--- src/rtl/uart_rx_fifo.sv ---
// UART receiver: 2-flop synchronised rx, mid-bit sampling, parity/stop check, show-ahead byte FIFO.
// Latency: a good byte is visible in the FIFO one cycle after its stop-bit sample; rd pops on the next edge.
// Backpressure: none on the line; a byte arriving at a full FIFO with no same-cycle pop is dropped (overrun).
// Ports: clk / reset (synchronous, active high); rx serial input (idles high);
//        rd, rdata, empty, full, count form the CPU side of the FIFO;
//        parity_err, frame_err, overrun are sticky flags cleared by clr_err (a same-cycle set wins).
module uart_rx_fifo #(
  parameter int clks_per_bit = 434,
  parameter int data_bits    = 8,
  parameter int parity_bit   = 0,
  parameter int parity_odd   = 0,
  parameter int fifo_log2    = 4
) (
  input  logic                 clk,
  input  logic                 reset,
  input  logic                 rx,
  input  logic                 rd,
  output logic [7:0]           rdata,
  output logic                 empty,
  output logic                 full,
  output logic [fifo_log2:0]   count,
  output logic                 parity_err,
  output logic                 frame_err,
  output logic                 overrun,
  input  logic                 clr_err
);

  localparam int                 CW       = $clog2(clks_per_bit);
  localparam int                 DEPTH    = 1 << fifo_log2;
  localparam logic [CW-1:0]      HALF_M1  = CW'(clks_per_bit / 2 - 1);
  localparam logic [CW-1:0]      FULL_M1  = CW'(clks_per_bit - 1);
  localparam logic [2:0]         LAST_BIT = 3'(data_bits - 1);
  localparam logic               PAR_EN   = (parity_bit != 0);
  localparam logic               PAR_ODD  = (parity_odd != 0);
  localparam logic [fifo_log2:0] DEPTH_C  = (fifo_log2 + 1)'(DEPTH);

  typedef enum logic [2:0] {S_IDLE, S_START, S_DATA, S_PARITY, S_STOP, S_BREAK} state_t;

  // Synchroniser and edge history. All reset high so an idle line produces no edge.
  logic rx_meta_q, rx_s_q, rx_p_q;

  always_ff @(posedge clk) begin
    if (reset) begin
      rx_meta_q <= 1'b1;
      rx_s_q    <= 1'b1;
      rx_p_q    <= 1'b1;
    end else begin
      rx_meta_q <= rx;
      rx_s_q    <= rx_meta_q;
      rx_p_q    <= rx_s_q;
    end
  end

  state_t        state_q;
  logic [CW-1:0] cnt_q;
  logic [2:0]    bit_q;
  logic [7:0]    shift_q;
  logic          par_q;

  logic fall, tick;
  assign fall = rx_p_q & ~rx_s_q;
  assign tick = (cnt_q == '0);

  // cnt_q counts down to the next sample point; every sample reloads a full bit period.
  always_ff @(posedge clk) begin
    if (reset) begin
      state_q <= S_IDLE;
      cnt_q   <= '0;
      bit_q   <= '0;
      shift_q <= '0;
      par_q   <= 1'b0;
    end else begin
      if (!tick) cnt_q <= cnt_q - 1'b1;
      case (state_q)
        S_IDLE: begin
          if (fall) begin
            state_q <= S_START;
            cnt_q   <= HALF_M1;
          end
        end
        S_START: begin
          if (tick) begin
            if (rx_s_q) begin
              state_q <= S_IDLE;
            end else begin
              state_q <= S_DATA;
              cnt_q   <= FULL_M1;
              bit_q   <= '0;
              par_q   <= 1'b0;
            end
          end
        end
        S_DATA: begin
          if (tick) begin
            // Shift in from the top; the byte is right-justified when it is pushed.
            shift_q <= {rx_s_q, shift_q[7:1]};
            par_q   <= par_q ^ rx_s_q;
            cnt_q   <= FULL_M1;
            if (bit_q == LAST_BIT) state_q <= PAR_EN ? S_PARITY : S_STOP;
            else                   bit_q   <= bit_q + 1'b1;
          end
        end
        S_PARITY: begin
          if (tick) begin
            par_q   <= par_q ^ rx_s_q;
            cnt_q   <= FULL_M1;
            state_q <= S_STOP;
          end
        end
        S_STOP: begin
          if (tick) state_q <= rx_s_q ? S_IDLE : S_BREAK;
        end
        S_BREAK: begin
          // A held-low line must go high before another start bit can be seen.
          if (rx_s_q) state_q <= S_IDLE;
        end
        default: state_q <= S_IDLE;
      endcase
    end
  end

  logic       stop_smp, push, frame_set, par_bad;
  logic [7:0] rx_byte;
  assign stop_smp  = (state_q == S_STOP) && tick;
  assign push      = stop_smp && rx_s_q;
  assign frame_set = stop_smp && !rx_s_q;
  assign par_bad   = PAR_EN && (par_q != PAR_ODD);
  assign rx_byte   = shift_q >> (8 - data_bits);

  // FIFO
  logic [7:0]           mem_q [DEPTH];
  logic [fifo_log2-1:0] wp_q, wp_d, rp_q, rp_d;
  logic [fifo_log2:0]   count_q, count_d;
  logic                 perr_q, perr_d, ferr_q, ferr_d, ovr_q, ovr_d;
  logic                 is_empty, is_full, pop, wr_en;

  assign is_empty = (count_q == '0);
  assign is_full  = (count_q == DEPTH_C);
  assign pop      = rd && !is_empty;
  // A full FIFO still accepts a byte when the head is leaving in the same cycle.
  assign wr_en    = push && (!is_full || pop);

  always_comb begin
    wp_d    = wp_q;
    rp_d    = rp_q;
    count_d = count_q;
    if (wr_en) wp_d = wp_q + 1'b1;
    if (pop)   rp_d = rp_q + 1'b1;
    case ({wr_en, pop})
      2'b10:   count_d = count_q + 1'b1;
      2'b01:   count_d = count_q - 1'b1;
      default: count_d = count_q;
    endcase
    perr_d = (perr_q & ~clr_err) | (push & par_bad);
    ferr_d = (ferr_q & ~clr_err) | frame_set;
    ovr_d  = (ovr_q  & ~clr_err) | (push & is_full & ~pop);
  end

  always_ff @(posedge clk) begin
    if (reset) begin
      wp_q    <= '0;
      rp_q    <= '0;
      count_q <= '0;
      perr_q  <= 1'b0;
      ferr_q  <= 1'b0;
      ovr_q   <= 1'b0;
    end else begin
      wp_q    <= wp_d;
      rp_q    <= rp_d;
      count_q <= count_d;
      perr_q  <= perr_d;
      ferr_q  <= ferr_d;
      ovr_q   <= ovr_d;
    end
  end

  always_ff @(posedge clk) begin
    if (wr_en) mem_q[wp_q] <= rx_byte;
  end

  assign rdata      = is_empty ? 8'h00 : mem_q[rp_q];
  assign empty      = is_empty;
  assign full       = is_full;
  assign count      = count_q;
  assign parity_err = perr_q;
  assign frame_err  = ferr_q;
  assign overrun    = ovr_q;

endmodule

--- config.mk ---
export PLATFORM = sky130hd
export DESIGN_NAME = uart_rx_fifo
export DESIGN_NICKNAME = d
export VERILOG_FILES = /design/src/rtl/uart_rx_fifo.sv
export SDC_FILE = /design/constraint.sdc
export NUM_CORES = 1
export LEC_CHECK = 0
export ABC_AREA = 1
export CORE_UTILIZATION = 40
export CTS_CLUSTER_DIAMETER = 50
export DETAILED_ROUTE_END_ITERATION = 8
export SETUP_SLACK_MARGIN = 0.1
export SLEW_MARGIN = 10
export SYNTH_ARGS = -nofsm -noshare
export SYNTH_HDL_FRONTEND = slang
export SYNTH_SLANG_ARGS = --single-unit
--- constraint.sdc ---
create_clock -name clk -period 2.7 [get_ports clk]
set_clock_uncertainty 0.15 [all_clocks]
set_input_delay 0.27 -clock clk [delete_from_list [all_inputs] [get_ports clk]]
set_output_delay 0.27 -clock clk [all_outputs]
set_load 0.02 [all_outputs]
Yosys cells after proc, flatten, opt, wreduce, memory -nomap -nowiden
Memories as Yosys holds them, arrays and structs flattened. A register that Yosys moved wholly into a read port is not among the register bits.
Index checks and enable logic that the tools add are counted.
{"block": "op_classes", "n_mux": 27, "reduce_logical": 18, "n_lt_le_gt_ge": 0, "n_mul": 0, "addsub": 6, "n_bitwise": 11, "shift": 0, "n_eq_ne": 18, "div": 0}
{"operator": "$mux 9", "count": 5}
{"operator": "$mux 3", "count": 12}
{"operator": "$pmux 9 s3", "count": 1}
{"operator": "$ne 2x2->1 const B", "count": 9}
{"operator": "$pmux 3 s6", "count": 1}
{"operator": "$pmux 5 s2", "count": 1}
{"operator": "$eq 3x3->1 const B", "count": 3}
{"operator": "$logic_not 9->1", "count": 1}
{"operator": "$sub 9x1->9 const B", "count": 1}
{"operator": "$add 4x1->4 const B", "count": 2}
{"operator": "$mux 4", "count": 2}
{"operator": "$mux 8", "count": 1}
{"operator": "$reduce_and 7->1", "count": 1}
{"operator": "$and 1x1->1", "count": 6}
{"operator": "$eq 3x2->1 const B", "count": 2}
{"operator": "$pmux 3 s2", "count": 1}
{"operator": "$add 5x1->5 const B", "count": 1}
{"operator": "$eq 5x5->1 const B", "count": 1}
{"operator": "$logic_and 1x1->1", "count": 5}
{"operator": "$logic_not 5->1", "count": 1}
{"operator": "$reduce_and 5->1", "count": 1}
{"operator": "$sub 5x1->5 const B", "count": 1}
{"operator": "$reduce_bool 2->1", "count": 2}
{"operator": "$add 3x1->3 const B", "count": 1}
{"operator": "other kinds (12)", "count": 18}
{"block": "totals", "n_memories": 1, "latch_bits": 0, "mem_bits_ro": 0, "mem_bits_rw": 128, "register_bits": 42}
{"memory": "mem_q", "depth": 16, "width": 8, "rd": 1, "rd_clocked_by_memory_dff": 1, "write_ports": 1, "line": "131", "source": "logic [7:0] mem_q [DEPTH];"}

Depth between registers and ports, before layout
Gate-level depths: netlist of the first run.
{"block": "depth", "word_depth": 7, "mapped_depth": 16}

Worst setup path after synthesis of the first run
Ideal clock, no wire load.
{"block": "synth_timing", "path_kind": "reg-to-reg", "start": "reg count_q[0] (netlist: count[0])", "end": "reg count_q[3] (netlist: count[3])", "synth_period_minus_slack_ns": 2.295, "path_stages_with_launch": 15, "path_slack_ns": 0.405, "setup_ns": 0.115, "arrival_ns": 2.030, "required_time_ns": 2.435, "cell_sequence": "dfxtp_1 > nor2_1 > nand2_1 > inv_1 > nand2_1 > nand2_2 > inv_1 > nand2_4 > inv_1 > ha_1 > a21oi_1 > nand2_1 > xor2_1 > a21oi_1 > nor2_1"}
{"block": "synth_via", "elab_chain_len": 7}
{"item": "from (decl)", "line": "133", "source": "logic [fifo_log2:0] count_q, count_d;"}
{"item": "from (signal assigned)", "line": "170", "source": "count_q <= count_d;"}
{"item": "$logic_not 5->1", "line": "137", "source": "assign is_empty = (count_q == '0);"}
{"item": "$logic_not 1->1", "line": "139", "source": "assign pop = rd && !is_empty;"}
{"item": "$logic_and 1x1->1", "line": "139"}
{"item": "$logic_or 1x1->1", "line": "141", "source": "assign wr_en = push && (!is_full || pop);"}
{"item": "$logic_and 1x1->1", "line": "141"}
{"item": "$eq 2x1->1 / $eq 2x2->1 (equally long branches)", "line": "149", "source": "case ({wr_en, pop})"}
{"item": "$pmux 5 s2 / $reduce_bool 2->1 (equally long branches)"}
Parallel ways exist; a longest one is shown, timed or not.
A chain may end at the register's enable or synchronous reset.

==> results.sh, run 1 <==
export IMPL_root_buffer="clkbuf_16"
export IMPL_startpoint_type="flop"
export IMPL_power_total_w=0.00893
export IMPL_gr_total_overflow=0
export IMPL_drtIter0Drc=355
export IMPL_rows=49
export IMPL_hold_path_class="input pin to flop"
export IMPL_via_per_inst=5.42
export IMPL_grt_use_total_pct=18.2
export IMPL_synth_area_top_cells="edfxtp_1 (52%), dfxtp_1 (12%), nor2_1 (6.2%)"
export IMPL_dieHeight_um=138
export IMPL_wirelength_mm=17.7
export IMPL_syn_avg_cell_area_um2=11.2
export IMPL_whs_path_depth=2
export IMPL_finalSetupTns_ps=0
export IMPL_synth_top_cells_by_count="edfxtp_1 (128), nor2_1 (123), o21ai_0 (52)"
export IMPL_status="finished clean"
export IMPL_async_flop_share_pct=0
export IMPL_timing_slew_headroom_pct=46.9
export IMPL_crit_type="flop to output port"
export IMPL_p_leak_nw=3.29
export IMPL_reg2reg_depth=15
export IMPL_rsz0062_at_grt="yes"
export IMPL_num_vias=5217
export IMPL_nNetsFinal=739
export IMPL_grt_pass1_vias=4924
export IMPL_synth_warnings=0
export IMPL_crit_fanout=16
export IMPL_cts_path_max_buffers=2
export IMPL_synth_cell_type_count=44
export IMPL_syn_area_mm2=0.00745
export IMPL_fin_ws_ps=168
export IMPL_end_kind="output port"
export IMPL_synth_most_common_cell="edfxtp_1"
export IMPL_synthesis_nets=686
export IMPL_placeableCoreArea_mm2=0.0181
export IMPL_slew_violations=0
export IMPL_fillers=1550
export IMPL_r2r_start="cnt_q[0]"
export IMPL_die_width_um=138
export IMPL_htreeDepth=4
export IMPL_power_per_cell_area_mw_per_mm2=1000
export IMPL_crit_required_ps=2280
export IMPL_cts_tree="done"
export IMPL_drive_gt1_share_pct=18.7
export IMPL_grt_start_max_net_pins=65
export IMPL_worstMarginPinSlew_ps=796
export IMPL_start_util_pct=41.2
export IMPL_vdd_ir_drop_max_mv=0.522
export IMPL_numCtsBuffers=17
export IMPL_seq_area_frac_synth_pct=63.9
export IMPL_timing_final_crit_share_pct=93.8
export IMPL_synth_main_ff_cell="edfxtp_1"
export IMPL_syn_inst=667
export IMPL_dp_hpwl_mm=10.9
export IMPL_wl_per_cell_um=18.4
export IMPL_clock_sink_count=174
export IMPL_finalCriticalPeriod_ps=2530
export IMPL_area_growth_pct=19.5
export IMPL_preCtsSetupSlack_ps=81.8
export IMPL_synth_edf_count=128
export IMPL_place_port_buffers=22
export IMPL_yosys_area_top_type="edfxtp_1"
export IMPL_io_pins=23
export IMPL_hold_viol=0
export IMPL_antenna_diode_count=0
export IMPL_antenna_found_initial=0
export IMPL_hold_start="rx"
export IMPL_synth_seq_cells=174
export IMPL_drc=0
export IMPL_gp_congestion=0.780
export IMPL_grt_first_pass_wirelength_mm=26.6
export IMPL_fmax_ghz=0.395
export IMPL_clk_latency_ps=430
export IMPL_cp_arrival_ps=2110
export IMPL_firstDrtPassIters=5
export IMPL_clkTransAtPathRegs_ps=70
export IMPL_setup_viol=0
export IMPL_synth_top_area_share_pct=51.6
export IMPL_max_cap_violations=0
export IMPL_detail_route_antenna_nets=0
export IMPL_die_area_mm2=0.0192
[registers in the layout, indices dropped and copies added (netlist names), named ones only]
| signal | cells |
|---|---|
| cnt_q | 9 |
| mem_q | 128 |
| frame_err | 1 |
| bit_q | 3 |
| rx_byte | 8 |
| rx_meta_q | 1 |
| rx_s_q | 1 |
| parity_err | 1 |
| rp_q | 4 |
| state_q | 3 |
| wp_q | 4 |
| count | 5 |
| rx_p_q | 1 |
| overrun | 1 |
[power breakdown]
part / internal (W) / leakage [nW] / switching (W)
registers: 0.00308 / 1.63 / 0.000278
clock network: 0.00129 / 0.273 / 0.00105
logic: 0.00132 / 1.39 / 0.00191
total: 0.00570 / 3.29 / 0.00323
[path summary, 6_finish.rpt]
| check | end | slack [ps] |
|---|---|---|
| worst max-delay path | rdata[1] | 170 |
| worst min register to register | rx_s_q | 280 |
| worst max register to register | count[4] | 190 |
| worst min-delay path | rx_meta_q | 250 |
[critical path, cell delays in order (launching register included)]
cell and delay (ps):
dfxtp_4 410, buf_4 230, o21ai_0 150, o221ai_1 230
nand3_1 130, a21oi_1 230, clkdlybuf4s15_2 290
[metrics by stage]
stage,cell area (um2),hold WS (ps),util [%],instances
6_report,8900,251,49.2,962
5_1_grt,8900,249,49.2,962
4_1_cts,8640,237,47.8,947
3_5_place_dp,8060,261,44.6,915
3_3_place_gp,8060,245,44.6,915
2_1_floorplan,7450,224,-,667
[layer usage]
| metal | share of wire (%) | up-vias | global-route usage [%] |
|---|---|---|---|
| met5 | 0 | - | 0 |
| met4 | 1.1 | 0 | 4.97 |
| met3 | 5.1 | 16 | 3.91 |
| met2 | 51 | 144 | 30.8 |
| met1 | 43 | 2569 | 23.6 |
| li1 | - | 2488 | - |
[kinds of logic (layout without fill, tap and decap cells)]
kind of cell    Yosys count  after routing  synth area share, %
simple gates            235            235                 14.7
flops                   174            174                 63.9
compound gates          161            161                 13.9
buf+inv                  75            141                 4.16
fa+ha+maj                14             14                 2.45
xor+xnor                  8              8                0.940
[timing repair]
action | CTS | global route
gates resized for setup | 21 | 36
hold buffers | 0 | 0
pin swaps | 0 | 10
setup endpoints to repair | 11 | 10
gates cloned | 0 | 3
buffers inserted | 0 | 12
[final cells by class]
cell class / instances / area, um2 / area share (%)
Clock inverter: 13 / 130 / 1.46
Clock buffer: 19 / 433 / 4.86
Timing Repair Buffer: 63 / 603 / 6.77
Multi-Input combinational cell: 418 / 2490 / 27.9
Inverter: 46 / 186 / 2.09
Sequential cell: 174 / 4780 / 53.7
Tap cell: 229 / 287 / 3.22
[placed cells by master, fill, tap and decap left out, types with 5 or more instances in the layout]
cell type	n
clkbuf_16	20
nand4_1	5
a21oi_1	31
edfxtp_1	128
o221ai_1	28
nand3_1	29
xor2_1	7
clkdlybuf4s50_1	14
nand3_2	6
nor2_1	123
inv_2	7
o21bai_1	32
ha_1	10
dfxtp_1	40
nor2_4	5
o21ai_0	52
buf_4	33
nand2_1	44
inv_1	33
No activity file was read; power rests on OpenSTA's default activity.
==> run 2, diff against run 1 <==
--- a/config.mk
+++ b/config.mk
@@ -9,8 +9,8 @@
 export CORE_UTILIZATION = 40
 export CTS_CLUSTER_DIAMETER = 50
 export DETAILED_ROUTE_END_ITERATION = 8
+export DONT_BUFFER_PORTS = 1
 export SETUP_SLACK_MARGIN = 0.1
-export SLEW_MARGIN = 10
 export SYNTH_ARGS = -nofsm -noshare
 export SYNTH_HDL_FRONTEND = slang
 export SYNTH_SLANG_ARGS = --single-unit
==> run 2 against run 1 <==
Global-route usage shrank 0.43 points. Combinational power shrank 11%. Die area is the same. Sequential share of layout area grew 1.8 points. Clock power grew 3%. Hold slack lost 100 ps. Maximum frequency grew 2.6%. Total power shrank 3.7%. Via count shrank 2.9%. Flip-flop and latch count is the same. Utilization shrank 1.7 points.
==> results.sh, run 2 (synthesized netlist as in run 1, its figures left out) <==
export IMPL_fmax_ghz=0.405
export IMPL_fin_ws_ps=233
export IMPL_hold_start="reset"
export IMPL_gr_total_overflow=0
export IMPL_cp_arrival_ps=2050
export IMPL_io_pins=23
export IMPL_antenna_found_initial=0
export IMPL_startpoint_type="flop"
export IMPL_vdd_ir_drop_max_mv=0.574
export IMPL_finalSetupTns_ps=0
export IMPL_detail_route_antenna_nets=0
export IMPL_drive_gt1_share_pct=15.1
export IMPL_r2r_start="cnt_q[1]"
export IMPL_grt_first_pass_wirelength_mm=26.1
export IMPL_critPathBufInv=3
export IMPL_rsz0062_at_grt="no"
export IMPL_via_per_inst=5.37
export IMPL_dp_hpwl_mm=10.5
export IMPL_holdPathEnd="rx_p_q"
export IMPL_final_cell_mix="edfxtp_1 (128), nor2_1 (123), o21ai_0 (52)"
export IMPL_clock_sink_count=174
export IMPL_reg2reg_depth=14
export IMPL_fillers=1615
export IMPL_preCtsSetupSlack_ps=281
export IMPL_gp_congestion=0.800
export IMPL_timing_slew_headroom_pct=43.5
export IMPL_setup_viol=0
export IMPL_dieHeight_um=138
export IMPL_cts_tree="done"
export IMPL_numCtsBuffers=17
export IMPL_largest_register_ffs=128
export IMPL_crit_family="buffers and inverters"
export IMPL_num_vias=5066
export IMPL_clk_latency_ps=420
export IMPL_rrSetupSlack_ps=250
export IMPL_die_width_um=138
export IMPL_grt_start_max_net_pins=65
export IMPL_r2r_end="count[4]"
export IMPL_crit_fanout=36
export IMPL_antenna_diode_count=0
export IMPL_wl_per_cell_um=17.5
export IMPL_crit_required_ps=2280
export IMPL_root_buffer="clkbuf_16"
export IMPL_grt_use_total_pct=17.8
export IMPL_firstDrtPassIters=5
export IMPL_place_port_buffers=0
export IMPL_crit_type="flop to output port"
export IMPL_regMostFlops="mem_q"
export IMPL_nNetsFinal=721
export IMPL_final_common_cell="edfxtp_1"
export IMPL_timing_final_crit_share_pct=91.4
export IMPL_finalCriticalPeriod_ps=2470
export IMPL_whs_path_depth=2
export IMPL_end_kind="output port"
export IMPL_worstMarginPinSlew_ps=845
export IMPL_wirelength_mm=16.5
export IMPL_slew_violations=0
export IMPL_placeableCoreArea_mm2=0.0181
export IMPL_cp_slowest_cell="dfxtp_4"
export IMPL_start_util_pct=41.2
export IMPL_die_area_mm2=0.0192
export IMPL_clkTransAtPathRegs_ps=60
export IMPL_drtIter0Drc=370
export IMPL_power_total_w=0.00860
export IMPL_p_leak_nw=3.20
export IMPL_rows=49
export IMPL_hold_viol=0
export IMPL_cts_path_max_buffers=2
export IMPL_drc=0
export IMPL_status="finished clean"
export IMPL_grt_pass1_vias=4897
export IMPL_power_per_cell_area_mw_per_mm2=1000
export IMPL_hold_path_class="input pin to flop"
export IMPL_cpPeakStageDelay_ps=400
export IMPL_area_growth_pct=15.3
export IMPL_htreeDepth=4
export IMPL_crit_chain="inv_4 -> buf_12 -> nor2_1 -> o221ai_1 -> nand3_1 -> a21oi_1 -> buf_4"
export IMPL_max_cap_violations=0
run 2: worst max-delay path by stage:
stage / end / cells after the start / start
floorplan: count[3] / 14 / count[0]
global placement: count[4] / 14 / cnt_q[0]
detailed placement: count[3] / 13 / cnt_q[0]
CTS: rdata[7] / 7 / flop
global route: count[4] / 15 / cnt_q[1]
finish: rdata[3] / 7 / flop
run 2: metrics by stage:
step	utilization (%)	hold WS [ps]	cells	instance area, um2
6_report	47.5	146	944	8600
4_1_cts	47.3	143	942	8550
3_3_place_gp	43.8	192	906	7920
2_1_floorplan	-	224	667	7450
5_1_grt	47.5	180	944	8600
3_5_place_dp	43.8	193	906	7920
run 2: timing repair:
action                                  in CTS  in global routing
gates resized for setup                      1                  8
pin swaps                                    0                  1
buffers inserted                             0                  2
endpoints found under the setup margin       1                 10
hold buffers                                 4                  0
endpoints found under the hold margin       23                  0
run 2: worst reg2reg max path: cells and delay by family, from the launching register on:
kind                     cells  cell delay (ps)
adder cells (fa/ha/maj)      2              610
AND/OR/NAND/NOR              9              920
AO/OA/AOI/OAI                1              120
buffers and inverters        2              230
flip-flops                   1              310
run 2: cell type report:
type	instances	area [um2]	share of cell area [%]
sequential	174	4770	55.5
multi-input combinational	418	2400	27.9
clock buffer	18	429	4.99
timing repair buffer	45	384	4.47
tap	229	287	3.33
inverter	46	179	2.08
clock inverter	14	153	1.78
run 2: power breakdown:
| part | switching [W] | internal (W) |
|---|---|---|
| clock | 0.00104 | 0.00138 |
| sequential | 0.000227 | 0.00307 |
| combinational | 0.00178 | 0.00110 |
| total | 0.00305 | 0.00555 |
run 2: routing by layer:
metal | GRT usage, % | vias up | wire (um)
met4 | 6.21 | 0 | 240
met1 | 23.2 | 2463 | 7470
met2 | 29.1 | 131 | 8040
met3 | 4.05 | 12 | 782
li1 | - | 2460 | -
met5 | 0 | - | 0
